File: src/rtl/ff_bank.sv
// ff_bank: a bank of WIDTH independent flip-flop channels that share one
// mode select (SR / JK / D / T), plus a sticky flag for illegal SR events.
// Optional feature: define FF_BANK_ERRCNT_EN to add the saturating
// illegal-event counter and its err_cnt port. Without the macro, the port
// and the counter logic are both absent, and err behaves the same.

// One channel: next-state selection and the state register.
module ff_lane #(
   parameter int BOTH_POLICY = 0
) (
   input  logic       clk,
   input  logic       rst,
   input  logic       en,
   input  logic [1:0] mode,
   input  logic       a,
   input  logic       b,
   output logic       q
);

   localparam logic [1:0] MODE_SR = 2'b00;
   localparam logic [1:0] MODE_JK = 2'b01;
   localparam logic [1:0] MODE_D  = 2'b10;

   logic nxt;

   // next state for this channel in the current mode
   always_comb begin
      nxt = q;
      unique case (mode)
         MODE_SR: begin
            unique case ({a, b})
               2'b10:   nxt = 1'b1;
               2'b01:   nxt = 1'b0;
               2'b11: begin
                  // s=r=1: the policy picks set, reset, or hold (default)
                  if (BOTH_POLICY == 1)      nxt = 1'b1;
                  else if (BOTH_POLICY == 2) nxt = 1'b0;
                  else                       nxt = q;
               end
               default: nxt = q;
            endcase
         end
         MODE_JK: begin
            unique case ({a, b})
               2'b10:   nxt = 1'b1;
               2'b01:   nxt = 1'b0;
               2'b11:   nxt = ~q;
               default: nxt = q;
            endcase
         end
         MODE_D:  nxt = a;
         default: nxt = a ? ~q : q;   // T
      endcase
   end

   // state register: sync active-low reset, en gates the update
   always_ff @(posedge clk) begin
      if (!rst)
         q <= 1'b0;
      else if (en)
         q <= nxt;
   end

endmodule

module ff_bank #(
   parameter int WIDTH       = 4,
   parameter int BOTH_POLICY = 0,
   parameter int CNT_W       = 8
) (
   input  logic             clk,
   input  logic             rst,
   input  logic             en,
   input  logic [1:0]       mode,
   input  logic [WIDTH-1:0] a,
   input  logic [WIDTH-1:0] b,
   input  logic             clr_err,
   output logic [WIDTH-1:0] q,
   output logic [WIDTH-1:0] qn,
   output logic             err
`ifdef FF_BANK_ERRCNT_EN
   ,
   output logic [CNT_W-1:0] err_cnt
`endif
);

   // an illegal event is one SR cycle with s=r=1 on any channel; it counts
   // once per cycle no matter how many channels hit it
   logic illegal;
   assign illegal = en && (mode == 2'b00) && (|(a & b));

   assign qn = ~q;

   for (genvar i = 0; i < WIDTH; i++) begin : g_lane
      ff_lane #(
         .BOTH_POLICY (BOTH_POLICY)
      ) u_lane (
         .clk  (clk),
         .rst  (rst),
         .en   (en),
         .mode (mode),
         .a    (a[i]),
         .b    (b[i]),
         .q    (q[i])
      );
   end

   // sticky error flag; clear wins over a same-cycle event and ignores en
   always_ff @(posedge clk) begin
      if (!rst)
         err <= 1'b0;
      else if (clr_err)
         err <= 1'b0;
      else if (illegal)
         err <= 1'b1;
   end

`ifdef FF_BANK_ERRCNT_EN
   // saturating event counter, cleared together with err
   always_ff @(posedge clk) begin
      if (!rst)
         err_cnt <= '0;
      else if (clr_err)
         err_cnt <= '0;
      else if (illegal && (err_cnt != {CNT_W{1'b1}}))
         err_cnt <= err_cnt + 1'b1;
   end
`endif

endmodule
File: config.mk
export PLATFORM = sky130hd
export DESIGN_NAME = ff_bank
export DESIGN_NICKNAME = d
export VERILOG_FILES = /design/src/rtl/ff_bank.sv
export SDC_FILE = /design/constraint.sdc
export NUM_CORES = 1
export LEC_CHECK = 0
export CORE_MARGIN = 2
export CORE_UTILIZATION = 49
export CTS_BUF_LIST = sky130_fd_sc_hd__clkbuf_4
export CTS_CLUSTER_DIAMETER = 100
export DETAILED_ROUTE_END_ITERATION = 6
export GPL_ROUTABILITY_DRIVEN = 0
export MAX_ROUTING_LAYER = met4
export PLACE_DENSITY = 0.92
export SYNTH_ARGS = -nofsm -noshare
export SYNTH_HDL_FRONTEND = slang
export SYNTH_HIERARCHICAL = 1
export SYNTH_SLANG_ARGS = --single-unit
File: constraint.sdc
create_clock -name clk -period 2.5 [get_ports clk]
set_clock_uncertainty 0.2 [all_clocks]
set_input_delay 0.375 -clock clk [delete_from_list [all_inputs] [get_ports clk]]
set_output_delay 0.375 -clock clk [all_outputs]
set_load 0.02 [all_outputs]
### After elaboration in Yosys (flattened, before gate mapping)

Index checks and enable logic that the tools add are counted.

* register bits: 5
* bits of input ports: 14
* word-level logic and storage cells: 63

* equality and inequality tests: 22
* mux-type cells: 16
* bitwise logic cells: 7
* reductions and logical operators: 13

Operators by type and width (count)
* $pmux W1 S3: 8
* $eq A2 B2 Y1 const B: 9
* $ne A4 B1 Y1 const B: 4
* $reduce_and A4 Y1: 4
* $reduce_bool A4 Y1: 4
* $ne A3 B1 Y1 const B: 4
* $eq A2 B1 Y1 const B: 5
* $pmux W1 S2: 4
* $not A1 Y1: 5
* $and A4 B4 Y4: 1
* $mux W1: 4
* $not A4 Y4: 1
* $reduce_or A4 Y1: 1
* $logic_and A1 B1 Y1: 2
* $logic_not A2 Y1: 1
* $reduce_or A2 Y1: 1

### Depth between registers and ports, before layout

* depth in word-level cells: 3
* depth in mapped cells: 6
* gate-level depth less buffers: 6

### Modules after synthesis

Netlist, hierarchy kept.

By module, submodules not included
* ff_lane: times used 4, cells each 19, area an instance 140.1 µm²
* ff_bank: times used 1, cells each 11, area an instance 77.6 µm²

### Least setup slack after synthesis

No wires, ideal clock.

* path kind: input-to-reg
* from: input port a[0]
* to: register g_lane[0].u_lane.q
* arrival: 1136 ps
* slack: 1046 ps
* stages on the path: 6
* path buffers: 0
* cells stage by stage: inv_1 > ha_1 > nor3b_1 > a31oi_1 > nand3_1 > mux2i_1

* cells in the longest elaborated chain, start to end: 3
* elaborated cells between the ends (all ways): 10
* those cells by class: eq/ne (5); mux (3); reduce/logical (2)

RTL lines
* start, declared: RTL line 75 `input logic [WIDTH-1:0] a,`
* $eq A2 B2 Y1 or $eq A2 B1 Y1 (tied branches): RTL line 31, 44
* $pmux W1 S3 (tied with other cells): RTL line 44 `unique case ({a, b})`
* $pmux W1 S3 or $reduce_and A4 Y1 (tied branches)
* end signal, assigned: RTL line 61 `q <= nxt;`
* end, declared: RTL line 17 `output logic q`

Parallel ways exist; a longest one is shown, timed or not.
A chain may end at the register's enable or synchronous reset.

### Worst setup path after layout

* from: input port mode[1]
* to: register g_lane[1].u_lane.q

* cells in the longest elaborated chain, start to end: 3
* elaborated cells between the ends (all ways): 8
* those cells by class: eq/ne (4); mux (1); reduce/logical (3)

RTL lines
* start, declared: RTL line 74 `input logic [1:0] mode,`
* $eq A2 B1 Y1 (tied with other cells): RTL line 29 `unique case (mode)`
* $ne A4 B1 Y1 (no source line) (tied with other cells)
* $reduce_and A4 Y1 (no source line)
* end signal, assigned: RTL line 61
* end, declared: RTL line 17

Parallel ways exist; a longest one is shown, timed or not.

==> results.md <==
* Result of the run: finished clean
* Sw frac at between 30% and 40%
* Least-Margin Pin Slew at around 0.68 ns
* Post-route minimum period at 1.980 ns
* TritonCTS clock tree: yes
* Highest achievable clock rate at 0.5051 GHz
* Floorplan die width at ~40 um
* Count of hold buffers inserted by post-cts repair at 0
* Detailed-routing iteration count for the pre-antenna-repair pass at 4
* H-Tree Level Count at 1
* DRT iter0 DRCs at 12
* Wire length of the first global-routing pass at ~2400 um
* Core Util, Final at about three quarters
* Number of inserted diodes at 0
* Clock Tree Buf Depth at 2
* Most frequent standard cell in the layout excluding fill and tap cells: sky130_fd_sc_hd__clkdlybuf4s50_1
* RSZ-0062 raised after global routing: false
* Fraction of layout instances using a drive strength above 1 at 6.034%
* Commonest non-fill, non-tap cells in the layout: sky130_fd_sc_hd__clkdlybuf4s50_1 (22), sky130_fd_sc_hd__nand2_1 (16), sky130_fd_sc_hd__inv_1 (14), sky130_fd_sc_hd__ha_1 (12), sky130_fd_sc_hd__dfxtp_1 (5)
* Power per unit of standard cell area at 378.2 nW/um^2
* Top-Level Pins at 23
* Largest fanout of any net on the critical path at 21
* Number of sinks driven by the clock tree at 5
* Kind of end point of the critical path: register
* Mapped Cells at 87
* Routed wirelength normalized by instance count at between 10 and 15 um
* Number of buffers created by CTS at 3
* DP Cell Count at 127
* Classification of the worst-slack hold path: reg -> reg
* Crit path launch type: primary input
* Relative slew margins at 54.70%
* Switching power at 0.1201 mW
* Fraction of power consumed by the clock network at between 30% and 40%
* Layout overhead on the synthesized area at 45.69%
* Number of antenna violations at the first check in global routing at 0
* Part of the total power dissipated in sequential elements at 26.8%
* Maximum number of pins on one net before global-route repair at 26
* Detailed Place HPWL at 1121 um
* Synthesized area at 638.1 um^2
* Post-detailed-route DRC marker count at 0
* Total core area at 1252 um^2
* Total grt overflow at 0
* Number of buffer cells added on primary ports at 22
* Die Outline Area at 1607 um^2
* Number of enable flip-flop cells after synthesis at 0
* Net count of the mapped netlist at between 100 and 150
* Routed Antenna Nets at 0
* Final worst-path cycle share at between 70% and 80%
* Total via count after detailed routing at 726
* Max Slew Vio Count at 0
* Die Height at 40.09 um
* Power Internal at 0.2315 mW
* Routed via count divided by cell count at 5.542
* Average instance area after synthesis at 7.335 um^2
* Most used flip-flop cell after synthesis: sky130_fd_sc_hd__dfxtp_1
* Worst hold start: g_lane[0].u_lane/q$_SDFFE_PN0P_
* Number of global-route vias before repair at 579
* Starting Density at between 50% and 60%
* Origin of the worst setup path: mode[1]
* Number of different library cells in the post-synthesis netlist at 16
* WL final at 1479 um
* Insertion delay to the later sink of the worst-skew pair at 0.26 ns
* Number of buffers added for setup after CTS at 0
* Placement Setup Slack at 0.2958 ns
* Clock root buffer: sky130_fd_sc_hd__clkbuf_4
* Number of placement rows at 13
* Post-route insts no fill at 131
* # resized after CTS at 0
* Hold Violations, Final at 0
* Sequential area share after synthesis at around 16%
* Synthesized flop and latch total at 5
* Final net count at 143
* Reg-to-reg critical path startpoint: g_lane[2].u_lane/q$_SDFFE_PN0P_
* Leak Pwr at 0.4308 nW
* Fraction of registers with async set/reset at 0%
* Layout filler cell count at 107
* Final worst setup slack at 0.5201 ns
* Combinational Power Share at 41.0%
* Critical path class: in -> reg
* Post-CTS clock slew at the launch and capture registers of the worst setup and hold paths at 0.04 ns
* Critical Path RT at 2.48 ns
* Aggregate negative setup slack at 0 ns
* Endpoint arrival time on the critical path at 1.96 ns
* Number of max-cap violations at 0
* Total global routing track utilization at 22.93%
* IR Drop Worst-Case VDD at 243.7 uV
* Synth warnings at 6
* Final setup violation count at 0
cell usage after synthesis, drive strengths merged, types with 2 or more instances:
library cell / n / share of area (%)
nand3b: 4 / 4.7
nand4: 4 / 3.9
nor3b: 4 / 4.7
dfxtp: 5 / 16
o211ai: 4 / 4.7
a22oi: 2 / 2.4
nand2: 16 / 9.4
nand3: 4 / 3.1
nor2: 4 / 2.4
a31oi: 4 / 3.9
ha: 12 / 24
mux2i: 4 / 6.3
inv: 14 / 8.2
nor4: 4 / 3.9
power groups by stage:
stage	clock, mW	combinational, mW	sequential, mW
floorplan	0	0.0575	0.104
global placement	0	0.139	0.0951
detailed placement	0	0.143	0.0958
CTS	0.113	0.144	0.0943
global route	0.121	0.158	0.0956
finish	0.113	0.144	0.0942
routing by layer:
layer	vias up	part of all wire, %	track usage, %	wire length [um]
met5	-	0	-	0
met1	325	47	27.15	689
met2	26	46	35.48	678
met4	0	1.1	7.759	17
met3	4	6.4	8.333	94
li1	371	-	-	-
kinds of logic after synthesis:
group	Yosys count	synth area share [%]
muxes	4	6.275
AOI/OAI and AO/OA	12	14.12
DFF	5	15.69
buffers and inverters	14	8.235
adders and majority gates	12	23.53
and+or+nand+nor	40	32.16
stage by stage:
| stage | hold WS (ns) | total power [mW] | cell area (um^2) |
|---|---|---|---|
| floorplan | 0.3231 | 0.1612 | 638.1 |
| global placement | 0.2755 | 0.2345 | 899.6 |
| detailed placement | 0.2912 | 0.2393 | 899.6 |
| CTS | 0.3030 | 0.3515 | 929.6 |
| global route | 0.3157 | 0.3748 | 929.6 |
| finish | 0.3014 | 0.3516 | 929.6 |
critical path, stage by stage:
cell and delay, ns:
sky130_fd_sc_hd__clkdlybuf4s50_1 0.76, sky130_fd_sc_hd__nor4_1 0.44, sky130_fd_sc_hd__nand2_1 0.10, sky130_fd_sc_hd__nand3_1 0.11, sky130_fd_sc_hd__mux2i_1 0.18
worst paths after layout:
path / slack, ns / endpoint / depth (start not counted)
min: 0.30 / g_lane[0].u_lane/q$_SDFFE_PN0P_ / 2
max: 0.52 / g_lane[1].u_lane/q$_SDFFE_PN0P_ / 5
min reg2reg: 0.30 / g_lane[0].u_lane/q$_SDFFE_PN0P_ / 2
max reg2reg: 1.51 / g_lane[2].u_lane/q$_SDFFE_PN0P_ / 3
registers in the layout (all words and copies together), names as in the netlist:
| signal | count |
|---|---|
| err | 1 |
| g_lane.u_lane/q | 4 |
layout make-up:
class                      instances  area (um^2)  area share [%]
multi-input combinational         68        485.5           52.22
timing repair buffer              25        242.7           26.11
sequential                         5        100.1           10.77
tap                               15        18.77           2.019
clock buffer                       4        30.03           3.230
inverter                          14        52.55           5.653
Power figures use the tool's default switching activity.
==> RTL edit: new RTL, same settings <==
The parameter `WIDTH` goes from 4 to 6.
--- a/src/rtl/ff_bank.sv
+++ b/src/rtl/ff_bank.sv
@@ -66,3 +66,3 @@
 module ff_bank #(
-   parameter int WIDTH       = 4,
+   parameter int WIDTH       = 6,
    parameter int BOTH_POLICY = 0,
Interface: changed (resized a, b, q and qn); port bits go from 23 to 31. The function was not compared with the original's and may differ.
==> RTL edit against the original RTL <==
  * Sequential cell count rose by 2
  * Routed wire length rose by 54%
  * Cell count rose by 44%
  * Final area rose by 41%
  * Synthesized area rose by 46%
  * Count of clock-buffer cells in the layout did not move
  * Worst setup slack improved by 0.023 ns
  * Power rose by 31%
  * Critical endpoint is now g_lane[2].u_lane/q$_SDFFE_PN0P_
  * Largest power group unchanged
==> RTL edit: results (changes against the original RTL) <==
outcome: "complete, no violations"
grt_max_degree: 38  # +46%
syn_area_per_cell_um2: 7.26  # -0.98%
port_buffers: 30  # +36%
setup_slack_ns: 0.543  # +0.0229 ns
slowest_delay_ns: 0.55  # -0.21 ns
worst_ir_drop_vdd_mv: 0.186  # -24%
top_regs: "g_lane.u_lane/q x6, err x1"
yosysSeqAreaShare_pct: 15.1  # -0.61 points
endpoint: "g_lane[2].u_lane/q$_SDFFE_PN0P_"
drt_iter0_markers: 20  # +8
fin_nets: 201  # +41%
ys_top_cells_by_area: "ha_1, dfxtp_1, nand2_1, inv_1, mux2i_1"
drive_above_1_share_pct: 3.66  # -2.4 points
wl_per_cell_um: 12.1  # +6.9%
synth.distinct_cells: 17  # +1
n_antenna_cell: 0  # unchanged
path_clk_slew_ns: 0.06  # +0.02 ns
tightest_slew_ns: 0.433  # -0.244 ns
worstPathArrival_ns: 1.94  # -0.02 ns
rr_startpoint: "err$_SDFFE_PP0P_"
cts.sinks: 7  # +2
p_switching_uw: 164  # +36%
place_inst: 185  # +46%
dpl.hpwl_um: 1630  # +45%
critPathMaxFanout: 5  # -76%
num_vias: 1042  # +44%
post-place-ws_ns: 0.306  # +0.0102 ns
grt_pass1_wl_um: 3730  # +57%
regToRegSetupSlack_ns: 1.44  # -0.07 ns
postPlaceCellArea_mm2: 0.00128  # +42%
p_int_uw: 298  # +29%
synth_fp_nets: 164  # +45%
r2r_end: "err$_SDFFE_PP0P_"
p_clk_uw: 118  # +4%
yosys-top-cells-count: "nand2_1, ha_1, inv_1"
-- RTL edit: cell count changes after synthesis, sizes merged, moves of 3 or more --
cell   before  now
nand2      16   24
ha         12   18
nor2        4    7
nand3       4    7
inv        14   18
-- RTL edit: cells by family after synthesis --
family                     share of synthesized area (%)
adders and majority gates                           24.2
and+or+nand+nor                                     35.1
buffers and inverters                               7.27
muxes                                               6.46
AOI/OAI and AO/OA                                   11.8
DFF                                                 15.1
-- RTL edit: layer usage --
| layer | global-route usage [%] | share of wire (%) | up-vias |
|---|---|---|---|
| met1 | 26.5 | 41 | 484 |
| met2 | 41.9 | 55 | 29 |
| met4 | 9.73 | 0 | 0 |
| li1 | - | - | 529 |
| met5 | - | 0 | - |
| met3 | 2.26 | 3.7 | 0 |
-- RTL edit: worst min path at each step --
stage,start,end,slack [ns]
2_1_floorplan,clr_err,err$_SDFFE_PP0P_,0.25
3_3_place_gp,g_lane[5].u_lane/q$_SDFFE_PN0P_,g_lane[5].u_lane/q$_SDFFE_PN0P_,0.28
3_5_place_dp,g_lane[5].u_lane/q$_SDFFE_PN0P_,g_lane[5].u_lane/q$_SDFFE_PN0P_,0.29
4_1_cts,g_lane[5].u_lane/q$_SDFFE_PN0P_,g_lane[5].u_lane/q$_SDFFE_PN0P_,0.30
5_1_grt,g_lane[5].u_lane/q$_SDFFE_PN0P_,g_lane[5].u_lane/q$_SDFFE_PN0P_,0.31
6_report,g_lane[0].u_lane/q$_SDFFE_PN0P_,g_lane[0].u_lane/q$_SDFFE_PN0P_,0.30
-- RTL edit: final cells by class --
type,count,area (um2)
clock buffers,4,30.0
fillers,148,458
inverters,18,67.6
multi-input cells,103,722
flip-flops and latches,7,140
well taps,25,31.3
repair buffers,32,315
